===== config.mk =====
export PLATFORM = sky130hd
export DESIGN_NAME = cache_mem_arbiter
export DESIGN_NICKNAME = d
export VERILOG_FILES = /design/src/rtl/cache_mem_arbiter.sv
export SDC_FILE = /design/constraint.sdc
export NUM_CORES = 1
export LEC_CHECK = 0
export CORE_AREA = 2 2 271 273
export CTS_BUF_LIST = sky130_fd_sc_hd__clkbuf_2 sky130_fd_sc_hd__clkbuf_4 sky130_fd_sc_hd__clkbuf_8
export CTS_CLUSTER_SIZE = 14
export DETAILED_ROUTE_END_ITERATION = 8
export DIE_AREA = 0 0 273 275
export SLEW_MARGIN = 20
export SYNTH_ARGS = -nofsm -noshare
export SYNTH_HDL_FRONTEND = slang
export SYNTH_SLANG_ARGS = --single-unit

===== constraint.sdc =====
create_clock -name clk -period 1.6 [get_ports clk]
set_clock_uncertainty 0.15 [all_clocks]
set_input_delay 0.32 -clock clk [delete_from_list [all_inputs] [get_ports clk]]
set_output_delay 0.32 -clock clk [all_outputs]
set_load 0.05 [all_outputs]

===== src/rtl/cache_mem_arbiter.sv =====
// Arbitrates one physical-memory port between the I-cache and D-cache miss paths.
// Optional macro ARB_ROUND_ROBIN_EN: round-robin on conflicts (default: D-cache always wins).
module cache_mem_arbiter #(
  parameter int unsigned ADDR_W = 16,
  parameter int unsigned LINE_W = 128
) (
  input  logic              clk,
  input  logic              rst,
  input  logic              i_pmem_read,
  input  logic [ADDR_W-1:0] i_pmem_address,
  output logic [LINE_W-1:0] i_pmem_rdata,
  output logic              i_pmem_resp,
  input  logic              d_pmem_read,
  input  logic              d_pmem_write,
  input  logic [ADDR_W-1:0] d_pmem_address,
  input  logic [LINE_W-1:0] d_pmem_wdata,
  output logic [LINE_W-1:0] d_pmem_rdata,
  output logic              d_pmem_resp,
  output logic              pmem_read,
  output logic              pmem_write,
  output logic [ADDR_W-1:0] pmem_address,
  output logic [LINE_W-1:0] pmem_wdata,
  input  logic [LINE_W-1:0] pmem_rdata,
  input  logic              pmem_resp,
  output logic              arb_conflict_inc
);

  typedef enum logic [1:0] {
    IDLE    = 2'd0,
    SERVE_I = 2'd1,
    SERVE_D = 2'd2
  } state_e;

  state_e state_q, state_d;
  logic   i_req, d_req;

  assign i_req = i_pmem_read;
  assign d_req = d_pmem_read | d_pmem_write;

  // Read data goes to both caches; only the matching resp qualifies it.
  assign i_pmem_rdata = pmem_rdata;
  assign d_pmem_rdata = pmem_rdata;

`ifdef ARB_ROUND_ROBIN_EN
  typedef enum logic {
    RR_D = 1'b0,
    RR_I = 1'b1
  } rr_e;

  rr_e rr_last_q, rr_last_d;

  always_ff @(posedge clk) begin
    if (rst) begin
      rr_last_q <= RR_D;
    end else begin
      rr_last_q <= rr_last_d;
    end
  end
`endif

  always_ff @(posedge clk) begin
    if (rst) begin
      state_q <= IDLE;
    end else begin
      state_q <= state_d;
    end
  end

  always_comb begin
    state_d          = state_q;
    pmem_read        = 1'b0;
    pmem_write       = 1'b0;
    pmem_address     = '0;
    pmem_wdata       = '0;
    i_pmem_resp      = 1'b0;
    d_pmem_resp      = 1'b0;
    arb_conflict_inc = 1'b0;
`ifdef ARB_ROUND_ROBIN_EN
    rr_last_d        = rr_last_q;
`endif

    unique case (state_q)
      IDLE: begin
        if (i_req && d_req) begin
          arb_conflict_inc = 1'b1;
`ifdef ARB_ROUND_ROBIN_EN
          state_d = (rr_last_q == RR_D) ? SERVE_I : SERVE_D;
`else
          state_d = SERVE_D;
`endif
        end else if (d_req) begin
          state_d = SERVE_D;
        end else if (i_req) begin
          state_d = SERVE_I;
        end
`ifdef ARB_ROUND_ROBIN_EN
        if (state_d == SERVE_I) rr_last_d = RR_I;
        if (state_d == SERVE_D) rr_last_d = RR_D;
`endif
      end
      SERVE_I: begin
        pmem_read    = 1'b1;
        pmem_address = i_pmem_address;
        i_pmem_resp  = pmem_resp;
        if (pmem_resp) state_d = IDLE;
      end
      SERVE_D: begin
        // Writeback wins over a simultaneous fill; the fill is re-requested later.
        pmem_read    = d_pmem_read & ~d_pmem_write;
        pmem_write   = d_pmem_write;
        pmem_address = d_pmem_address;
        pmem_wdata   = d_pmem_wdata;
        d_pmem_resp  = pmem_resp;
        if (pmem_resp) state_d = IDLE;
      end
      default: begin
        state_d = IDLE;
      end
    endcase

    // Reset kills strobes and discards any resp in the same cycle.
    if (rst) begin
      pmem_read        = 1'b0;
      pmem_write       = 1'b0;
      i_pmem_resp      = 1'b0;
      d_pmem_resp      = 1'b0;
      arb_conflict_inc = 1'b0;
    end
  end

endmodule


==> results.tsv, run 1 <==
stage	metric	value	unit
route	Detailed Routing Iterations Pass 1	4	
power_and_ir_drop	sw frac	45.1	%
setup_path	data arrival time of the worst path	1.51	ns
clock_tree	CTS Hold Bufs	0	
sta	setup ws final	-0.380	ns
layout	most common cell after layout, fill and taps aside	clkdlybuf4s50_1	
clock_tree	CTS H-tree depth	1	
yosys	Synth Instances	462	
setup_path	critical path endpoint category	primary output	
layout	cell area after layout	8270	sq um
yosys	Mapped Area	3280	sq um
place	gp weighted congestion	0.716	
yosys	flops & latches, synth	2	
sta	Worst-Margin Slew	0.272	ns
sta	Slew headroom	81.9	%
global_route	vias in the first global route	3678	
power_and_ir_drop	switching pwr	2.31	mW
route	Vias	3271	
setup_path	Crit Path Class	reg2out	
yosys	syn_area_per_cell	7.10	sq um
sta	final hold violations	0	
die	I/O pins	699	
layout	Final Util	11.4	%
route	drt wl/cell	14.4	um
global_route	antenna violations before repair	9	
layout	antenna fix cells	0	
yosys	Seq/Total Area, Yosys	1.22	%
layout	most frequent cells in the layout	clkdlybuf4s50_1, buf_12, and2_4, nor2b_4, and2_2	
clock_tree	clk slew on worst S/H paths	0.03	ns
layout	largest registers	state_q (2)	
yosys	Synth Warn #	0	
clock_tree	number of clock sinks	2	
die	starting density of the core	4.54	%
clock_tree	Num CTS Buffers	3	
sta	Tmin final	1.98	ns
sta	Final setup viols	151	
die	die width	273	um
setup_path	crit path launch type	register	
run_status	status	finished with violations	
yosys	EDFF count, synth	0	
clock_tree	Root Buffer	clkbuf_8	
setup_path	CP Data Required Time	1.13	ns
die	Die ar.	75100	sq um
yosys	ys async rst share	0	%
power_and_ir_drop	P_int	2.81	mW
layout	fillers	8242	
power_and_ir_drop	P per Cell Area	619	nW/um^2
sta	Setup TNS	-45.03	ns
place	# port buffers	314	
route	drc violations	0	
route	final WL	21700	um
sta	Peak Freq	0.505	GHz
place	HPWL after DPL	18500	um
layout	layout cell share with drive strength beyond 1	67.4	%
setup_path	CP Cell Sequence	buf_4 > ha_4 > buf_12 > a22oi_2 > buf_4 > nor2b_4 > buf_12	
layout	Nets	840	
global_route	GRT Total Usage	5.20	%
yosys	Synthesized Nets	760	
setup_path	Largest stage delay, worst path	0.32	ns
power_and_ir_drop	Seq pwr share	1.4	%
route	remaining antenna violation count after routing	0	
power_and_ir_drop	total power	5.12	mW
sta	final slew viol count	0	
route	vias per cell	2.18	
power_and_ir_drop	maximum vdd drop	0.000389	V
yosys	Synth cell types	22	
layout	Reg with most FFs	state_q	
run_status	failing checks	negative setup slack	
place	Placement Cell Area	7640	sq um
clock_tree	Clock Path Buffers	2	
power_and_ir_drop	P_leak	2.96	nW
hold_path	worst min path class	reg2reg	
layout	max reg flops	2	
yosys	prevailing post-synth register cell	dfxtp_1	
die	CORE AREA	72300	sq um
run	max cap viols	0	
route	1st-iter DRT viols	36	
sta	RSZ-0062 raised after global routing	yes	
layout	Area Growth Syn to Fin	152	%
sta	Final period util	124	%
global_route	first-pass GRT wire length	27300	um
setup_path	CP max stage cell	dfxtp_2	
global_route	global route overflow	0	
power_and_ir_drop	Clock power frac	3.9	%
setup_path	Worst Path Max Fanout	9	
global_route	largest net degree at the start of global routing	45	
clock_tree	later-pin clock latency in the skew report	0.21	ns
clock_tree	CTS tree	yes	
die	Rows	99	
place	pre-CTS setup slack	-0.344	ns
die	Die H	275	um
power_and_ir_drop	Comb power frac	94.7	%
area by class of cell:
cell class	instances	area [sq um]	area share [%]
tap	959	1200	14.5
inverter	3	16.3	0.197
clock buffer	3	41.3	0.499
multi-input combinational	182	1790	21.7
timing repair buffer	350	5180	62.6
sequential	2	45.0	0.544
per-stage QoR:
stage | std cells | hold WS [ns]
6_report | 1499 | 0.406
3_5_place_dp | 1475 | 0.369
5_1_grt | 1499 | 0.422
3_3_place_gp | 1475 | 0.361
2_1_floorplan | 462 | 0.232
4_1_cts | 1496 | 0.390
path summary, 6_finish.rpt:
kind	start	cells after the start	to	slack, ns
worst min-delay path	state_q[1]	2	state_q[1]	0.41
worst max-delay path	state_q[0]	7	pmem_address[4]	-0.38
worst min register to register	state_q[1]	2	state_q[1]	0.41
worst max register to register	state_q[1]	8	state_q[1]	-0.09
synthesized netlist by cell type (3+ instances only):
master | number | share of area, %
clkbuf_2 | 11 | 1.7
buf_4 | 258 | 59
and2_1 | 128 | 24
a21oi_1 | 3 | 0.46
inv_1 | 3 | 0.34
a22oi_1 | 16 | 3.7
nor2b_1 | 17 | 3.2
ha_1 | 4 | 1.5
critical path: cells and delay by family, from the launching register on:
kind,cells,cell delay (ns)
adder cells (fa/ha/maj),1,0.18
AND/OR/NAND/NOR,1,0.04
flip-flops,1,0.32
AO/OA/AOI/OAI,1,0.16
buffers and inverters,4,0.59
power groups by stage:
stage	Clock, mW	Sequential, mW	Combinational, mW
global placement	0	0.0685	4.29
CTS	0.208	0.0709	4.83
global route	0.211	0.0728	5.05
finish	0.201	0.0716	4.85
detailed placement	0	0.0694	4.29
floorplan	0	0.0652	3.72
kinds of logic (layout without fill, tap and decap cells):
kind of cell	Yosys count	after routing	synth area share, %
buf+inv	278	356	62.7
simple gates	156	156	29.9
compound gates	22	22	4.61
fa+ha+maj	4	4	1.53
flops	2	2	1.22
metal layers:
| metal | vias to the layer above | GRT usage [%] | wire (um) |
|---|---|---|---|
| met4 | 20 | 1.08 | 541 |
| met5 | - | 2.51 | 377 |
| li1 | 1311 | - | - |
| met2 | 511 | 7.97 | 9040 |
| met3 | 62 | 6.21 | 5780 |
| met1 | 1367 | 4.14 | 5930 |
what timing repair did:
item / 4_1_cts / 5_1_grt
resized for setup: 107 / 35
pin swaps: 24 / 23
setup buffers: 13 / 3
cloned: 5 / 3
endpoints found under the setup margin: 151 / 151
Note: power is estimated with default switching activity, not from simulation.
==> run 2, diff against run 1 <==
- SETUP_SLACK_MARGIN: not set -> 0.2
- clock period: 1.6 -> 2.1 ns (I/O delays scaled with it)
==> results.tsv, run 2 (synthesis gave the netlist of run 1 again) <==
stage	metric	value	unit	change
power_and_ir_drop	P_int	2.12	mW	-25%
place	Placement Cell Area	7370	sq um	-3.5%
route	final WL	22300	um	+3.0%
layout	largest registers	state_q (2)		
setup_path	reg-to-reg slack, setup	0.50	ns	+0.59 ns
hold_path	worst min path class	reg2reg		
layout	Nets	835		-0.60%
die	die width	273	um	unchanged
power_and_ir_drop	Seq pwr share	1.3	%	about the same
sta	Final setup viols	1		-99%
layout	antenna fix cells	0		unchanged
layout	most common cell after layout, fill and taps aside	clkdlybuf4s50_1		
sta	final slew viol count	0		unchanged
run_status	failing checks	negative setup slack		
die	starting density of the core	4.54	%	unchanged
power_and_ir_drop	maximum vdd drop	0.000389	V	+0.13%
power_and_ir_drop	Clock power frac	3.9	%	about the same
power_and_ir_drop	Comb power frac	94.8	%	about the same
setup_path	Crit Path Class	reg2out		
global_route	global route overflow	0		unchanged
place	pre-CTS setup slack	-0.0439	ns	+0.300 ns
place	# port buffers	314		unchanged
clock_tree	CTS Hold Bufs	0		unchanged
layout	Final Util	11.3	%	-0.14 points
clock_tree	later-pin clock latency in the skew report	0.21	ns	about the same
die	CORE AREA	72300	sq um	unchanged
power_and_ir_drop	P per Cell Area	477	nW/um^2	-23%
layout	fillers	8247		+0.061%
layout	max reg flops	2		unchanged
setup_path	CP Data Required Time	1.53	ns	+0.40 ns
layout	Area Growth Syn to Fin	149	%	
place	HPWL after DPL	18100	um	-2.1%
route	Detailed Routing Iterations Pass 1	4		unchanged
sta	RSZ-0062 raised after global routing	yes		
place	dpl cells	1473		-0.14%
power_and_ir_drop	switching pwr	1.78	mW	-23%
sta	Final period util	101	%	
sta	final hold violations	0		unchanged
layout	Post-Layout Cell Count	1494		-0.33%
setup_path	critical path endpoint category	primary output		
setup_path	Worst Path Max Fanout	10		+1
sta	Slew headroom	73.7	%	-8.1 points
clock_tree	number of clock sinks	2		unchanged
die	I/O pins	699		unchanged
global_route	GRT Total Usage	5.15	%	-0.050 points
run	max cap viols	0		unchanged
route	Vias	3292		+0.64%
power_and_ir_drop	P_leak	2.91	nW	-1.5%
route	remaining antenna violation count after routing	0		unchanged
run_status	status	finished with violations		
place	gp weighted congestion	0.697		-2.6%
layout	most frequent cells in the layout	clkdlybuf4s50_1, buf_12, and2_4, and2_1, nor2b_4		
sta	Peak Freq	0.473	GHz	
die	Die H	275	um	unchanged
global_route	largest net degree at the start of global routing	39		-13%
clock_tree	clk slew on worst S/H paths	0.03	ns	about the same
clock_tree	Root Buffer	clkbuf_8		
clock_tree	CTS tree	yes		
sta	Tmin final	2.11	ns	
setup_path	crit path launch type	register		
layout	cell area after layout	8170	sq um	-1.2%
route	1st-iter DRT viols	62		+72%
setup_path	data arrival time of the worst path	1.54	ns	+0.03 ns
sta	Worst-Margin Slew	0.394	ns	+0.122 ns
route	drc violations	0		unchanged
clock_tree	Num CTS Buffers	3		unchanged
layout	layout cell share with drive strength beyond 1	62.1	%	-5.4 points
global_route	vias in the first global route	3472		-5.6%
die	Rows	99		unchanged
clock_tree	Clock Path Buffers	2		unchanged
global_route	first-pass GRT wire length	27100	um	-0.78%
route	vias per cell	2.20		+0.98%
layout	Reg with most FFs	state_q		
clock_tree	CTS H-tree depth	1		unchanged
global_route	antenna violations before repair	5		-4
sta	setup ws final	-0.0132	ns	+0.367 ns
power_and_ir_drop	sw frac	45.7	%	+0.58 points
die	Die ar.	75100	sq um	unchanged
route	drt wl/cell	14.9	um	+3.4%
-- run 2: cell types whose count changed in the layout (fill, tap and decap cells not counted), moves of 2 or more --
cell,delta
buf_12,-4
and2_4,-5
a22oi_2,-3
clkbuf_16,+2
ha_2,+2
buf_16,+3
and2_2,-15
buf_8,+2
ha_4,-3
buf_4,-5
a22oi_1,+3
buf_6,-3
and2_1,+20
-- run 2: worst paths after layout --
check,startpoint,end,depth (start not counted)
min reg2reg,state_q[0],state_q[0],2
max,state_q[0],pmem_wdata[76],6
max reg2reg,state_q[0],state_q[1],6
min,state_q[0],state_q[0],2
-- run 2: layout make-up --
| cell class | count | area [sq um] | share of cell area [%] |
|---|---|---|---|
| sequential | 2 | 47.5 | 0.582 |
| multi-input combinational | 182 | 1680 | 20.6 |
| timing repair buffer | 345 | 5190 | 63.5 |
| inverter | 3 | 13.8 | 0.168 |
| clock buffer | 3 | 41.3 | 0.505 |
| tap | 959 | 1200 | 14.7 |
-- run 2: power groups by stage --
stage,Combinational (mW),Sequential [mW],Clock (mW)
after floorplan,2.72,0.0466,0
after CTS,3.47,0.0517,0.154
final,3.69,0.0509,0.153
after detailed placement,3.16,0.0494,0
after global routing,3.84,0.0517,0.162
after global placement,3.16,0.0489,0
-- run 2: worst max-delay path: stages, from the launching register on --
cell and delay, ns:
dfxtp_4 0.34, inv_4 0.07, ha_4 0.18, buf_12 0.19, clkbuf_16 0.18, and2_1 0.18
buf_12 0.15
-- run 2: layer usage --
layer / up-vias / share of wire [%] / GRT usage [%]
met1: 1379 / 24 / 3.46
met5: - / 0.67 / 1.32
li1: 1302 / - / -
met4: 6 / 4.2 / 2.20
met2: 533 / 49 / 9.28
met3: 72 / 22 / 4.88
-- run 2: stage by stage --
stage | hold slack [ns] | total power [mW] | setup TNS (ns)
floorplan | 0.326 | 2.76 | 0
global placement | 0.377 | 3.20 | -0.107
detailed placement | 0.389 | 3.21 | -0.0873
CTS | 0.376 | 3.68 | -0.0219
global route | 0.406 | 4.05 | -1.94
finish | 0.385 | 3.90 | -0.0132
-- run 2: what timing repair did --
item | 4_1_cts | 5_1_grt
pin swaps | 34 | 28
cloned | 4 | 6
resized for setup | 95 | 69
setup endpoints to repair | 149 | 149
buffers inserted | 3 | 5
==> run 3, diff against run 2 <==
- ABC_AREA: not set -> 1
- CORE_AREA: 2 2 271 273 -> 2 2 269 271
- DIE_AREA: 0 0 273 275 -> 0 0 271 273
==> results.tsv, run 3 <==
stage	metric	value	unit	change
setup_path	reg-to-reg slack, setup	0.76	ns	+0.26 ns
power_and_ir_drop	P per Cell Area	374	nW/um^2	-22%
route	Vias	3796		+15%
place	HPWL after DPL	23200	um	+28%
clock_tree	CTS tree	yes		
setup_path	crit path to	pmem_wdata[44]		
sta	Worst-Margin Slew	0.383	ns	-0.0105 ns
place	gp weighted congestion	0.770		+10%
yosys	top cell type's share of synthesized area	58.9	%	-0.095 points
setup_path	CP max stage cell	dfxtp_2		
clock_tree	Root Buffer	clkbuf_8		
sta	Final period util	99.7	%	-0.96 points
layout	most frequent cells in the layout	clkdlybuf4s50_1, buf_12, nand2_1, inv_2, inv_1		
global_route	global route overflow	0		unchanged
yosys	Seq/Total Area, Yosys	1.17	%	-0.047 points
yosys	Synth area leader	buf_4		
sta	Final setup viols	0		-1
layout	FF/Latch Area	45.0	sq um	-5.3%
yosys	prevailing post-synth register cell	dfxtp_1		
clock_tree	Clock Path Buffers	2		unchanged
place	Placement Cell Area	7580	sq um	+2.9%
yosys	flops & latches, synth	2		unchanged
die	starting density of the core	4.81	%	+0.27 points
setup_path	Largest stage delay, worst path	0.34	ns	about the same
yosys	synth cell count leaders	buf_4, nand2_1, inv_1		
global_route	largest net degree at the start of global routing	30		-23%
clock_tree	CTS H-tree depth	1		unchanged
global_route	GRT Total Usage	6.96	%	+1.8 points
sta	setup ws final	0.00689	ns	+0.0201 ns
setup_path	most used cell, CP	buf_12		
setup_path	Worst R2R Path Depth	6		unchanged
layout	Area Growth Syn to Fin	144	%	
yosys	Mapped Area	3410	sq um	+4.0%
die	die width	271	um	-0.73%
clock_tree	clk slew on worst S/H paths	0.03	ns	about the same
power_and_ir_drop	maximum vdd drop	0.000214	V	-45%
setup_path	Worst Path Max Fanout	7		-3
global_route	antenna violations before repair	27		+22
sta	Slew headroom	74.3	%	+0.59 points
layout	Reg with most FFs	state_q		
die	Die ar.	74000	sq um	-1.5%
setup_path	CP Data Required Time	1.53	ns	about the same
sta	Setup TNS	0	ns	+0.0132 ns
yosys	top post-synthesis cells by area	buf_4, nand2_1, inv_1		
die	CORE AREA	71000	sq um	-1.9%
global_route	first-pass GRT wire length	34600	um	+28%
sta	final slew viol count	0		unchanged
die	Rows	98		-1.0%
setup_path	data arrival time of the worst path	1.52	ns	-0.02 ns
setup_path	reg2reg end	state_q[0]		
route	remaining antenna violation count after routing	0		unchanged
route	1st-iter DRT viols	56		-9.7%
layout	most common cell after layout, fill and taps aside	clkdlybuf4s50_1		
layout	Nets	982		+18%
sta	final hold violations	0		unchanged
yosys	Synth Warn #	0		unchanged
route	vias per cell	2.32		+5.1%
setup_path	critical path endpoint category	primary output		
die	Die H	273	um	-0.73%
yosys	most common cell in the netlist	buf_4		
yosys	Synth Instances	612		+32%
layout	max reg flops	2		unchanged
route	drc violations	0		unchanged
sta	RSZ-0062 raised after global routing	yes		
yosys	EDFF count, synth	0		unchanged
run	max cap viols	0		unchanged
route	Detailed Routing Iterations Pass 1	3		-1
sta	Peak Freq	0.478	GHz	+0.96%
clock_tree	Num CTS Buffers	3		unchanged
layout	fillers	8094		-1.9%
yosys	Synth cell types	13		-41%
setup_path	CP Cell Sequence	inv_4 > ha_4 > buf_12 > buf_12 > clkbuf_16 > nand2_2 > inv_2 > buf_12		
global_route	vias in the first global route	4045		+17%
clock_tree	number of clock sinks	2		unchanged
place	# port buffers	314		unchanged
power_and_ir_drop	P_leak	3.64	nW	+25%
yosys	Synthesized Nets	910		+20%
place	pre-CTS setup slack	-0.150	ns	-0.106 ns
layout	cell area after layout	8340	sq um	+2.1%
yosys	syn_area_per_cell	5.58	sq um	-21%
layout	area of the multi-input gates	1330	sq um	-21%
run_status	status	completed		
layout	largest registers	state_q (2)		
die	I/O pins	699		unchanged
layout	layout cell share with drive strength beyond 1	51.5	%	-11 points
hold_path	worst min path class	reg2reg		
route	drt wl/cell	16.8	um	+12%
setup_path	Crit Path Class	reg2out		
setup_path	crit path launch type	register		
setup_path	critical path startpoint	state_q[0]		
yosys	ys async rst share	0	%	unchanged
route	final WL	27500	um	+23%
sta	Tmin final	2.09	ns	-0.0201 ns
setup_path	reg-to-reg startpoint	state_q[1]		
clock_tree	later-pin clock latency in the skew report	0.21	ns	about the same
## run 3: cell count changes after synthesis, moves of 10 or more
cell and delta:
a21oi_1 +15, buf_4 +10, inv_1 +130, and2_1 -128, clkbuf_2 -11, nand2_1 +168
nor2b_1 -17, a22oi_1 -16
## run 3: what timing repair did
item	in CTS	in global routing
cloned	7	2
setup buffers	6	2
pin swaps	10	13
hold buffers	0	0
setup endpoints to repair	149	149
resized for setup	105	106
## run 3: cell type report
class / instances / share of cell area (%)
repair buffers: 342 / 61.8
multi-input cells: 201 / 15.9
flip-flops and latches: 2 / 0.540
diodes: 7 / 0.210
well taps: 950 / 14.2
inverters: 134 / 6.75
clock buffers: 3 / 0.495
## run 3: power by group
part	switching [mW]	total, mW	internal, mW	leakage (nW)
logic	1.52	2.92	1.40	3.60
clock network	0.0299	0.151	0.121	0.0216
registers	0.00472	0.0470	0.0422	0.0175
## run 3: cells by family after synthesis
group	after synthesis	synth area share, %
buffers and inverters	409	74.7
AND/OR/NAND/NOR	178	19.8
AO/OA/AOI/OAI	19	2.82
adder cells (fa/ha/maj)	4	1.47
flip-flops	2	1.17
## run 3: layer usage
layer	routed length, um	vias to the layer above	GRT usage [%]
met5	213	-	0.193
li1	-	1613	-
met3	6790	117	7.79
met1	6910	1534	5.02
met2	12200	500	11.3
met4	1380	32	3.14
## run 3: how the worst min path moves through the flow
stage                 end  cells past startpoint        from
3_3_place_gp   state_q[0]                      2  state_q[0]
6_report       state_q[1]                      2  state_q[1]
2_1_floorplan  state_q[0]                      2  state_q[0]
5_1_grt        state_q[1]                      2  state_q[1]
3_5_place_dp   state_q[0]                      2  state_q[0]
4_1_cts        state_q[1]                      2  state_q[1]
## run 3: worst max-delay path, delay by kind of cell, from the launching register on
family                   cells  cell delay [ns]
adder cells (fa/ha/maj)      1             0.17
buffers and inverters        6             0.69
flip-flops                   1             0.34
AND/OR/NAND/NOR              1             0.08
## run 3: stage by stage
| step | cells | power, mW | utilization, % | hold slack, ns |
|---|---|---|---|---|
| floorplan | 612 | 2.47 | - | 0.300 |
| global placement | 1612 | 2.61 | 10.7 | 0.324 |
| detailed placement | 1612 | 2.61 | 10.7 | 0.326 |
| CTS | 1628 | 3.07 | 11.4 | 0.355 |
| global route | 1634 | 3.28 | 11.7 | 0.385 |
| finish | 1639 | 3.12 | 11.7 | 0.356 |
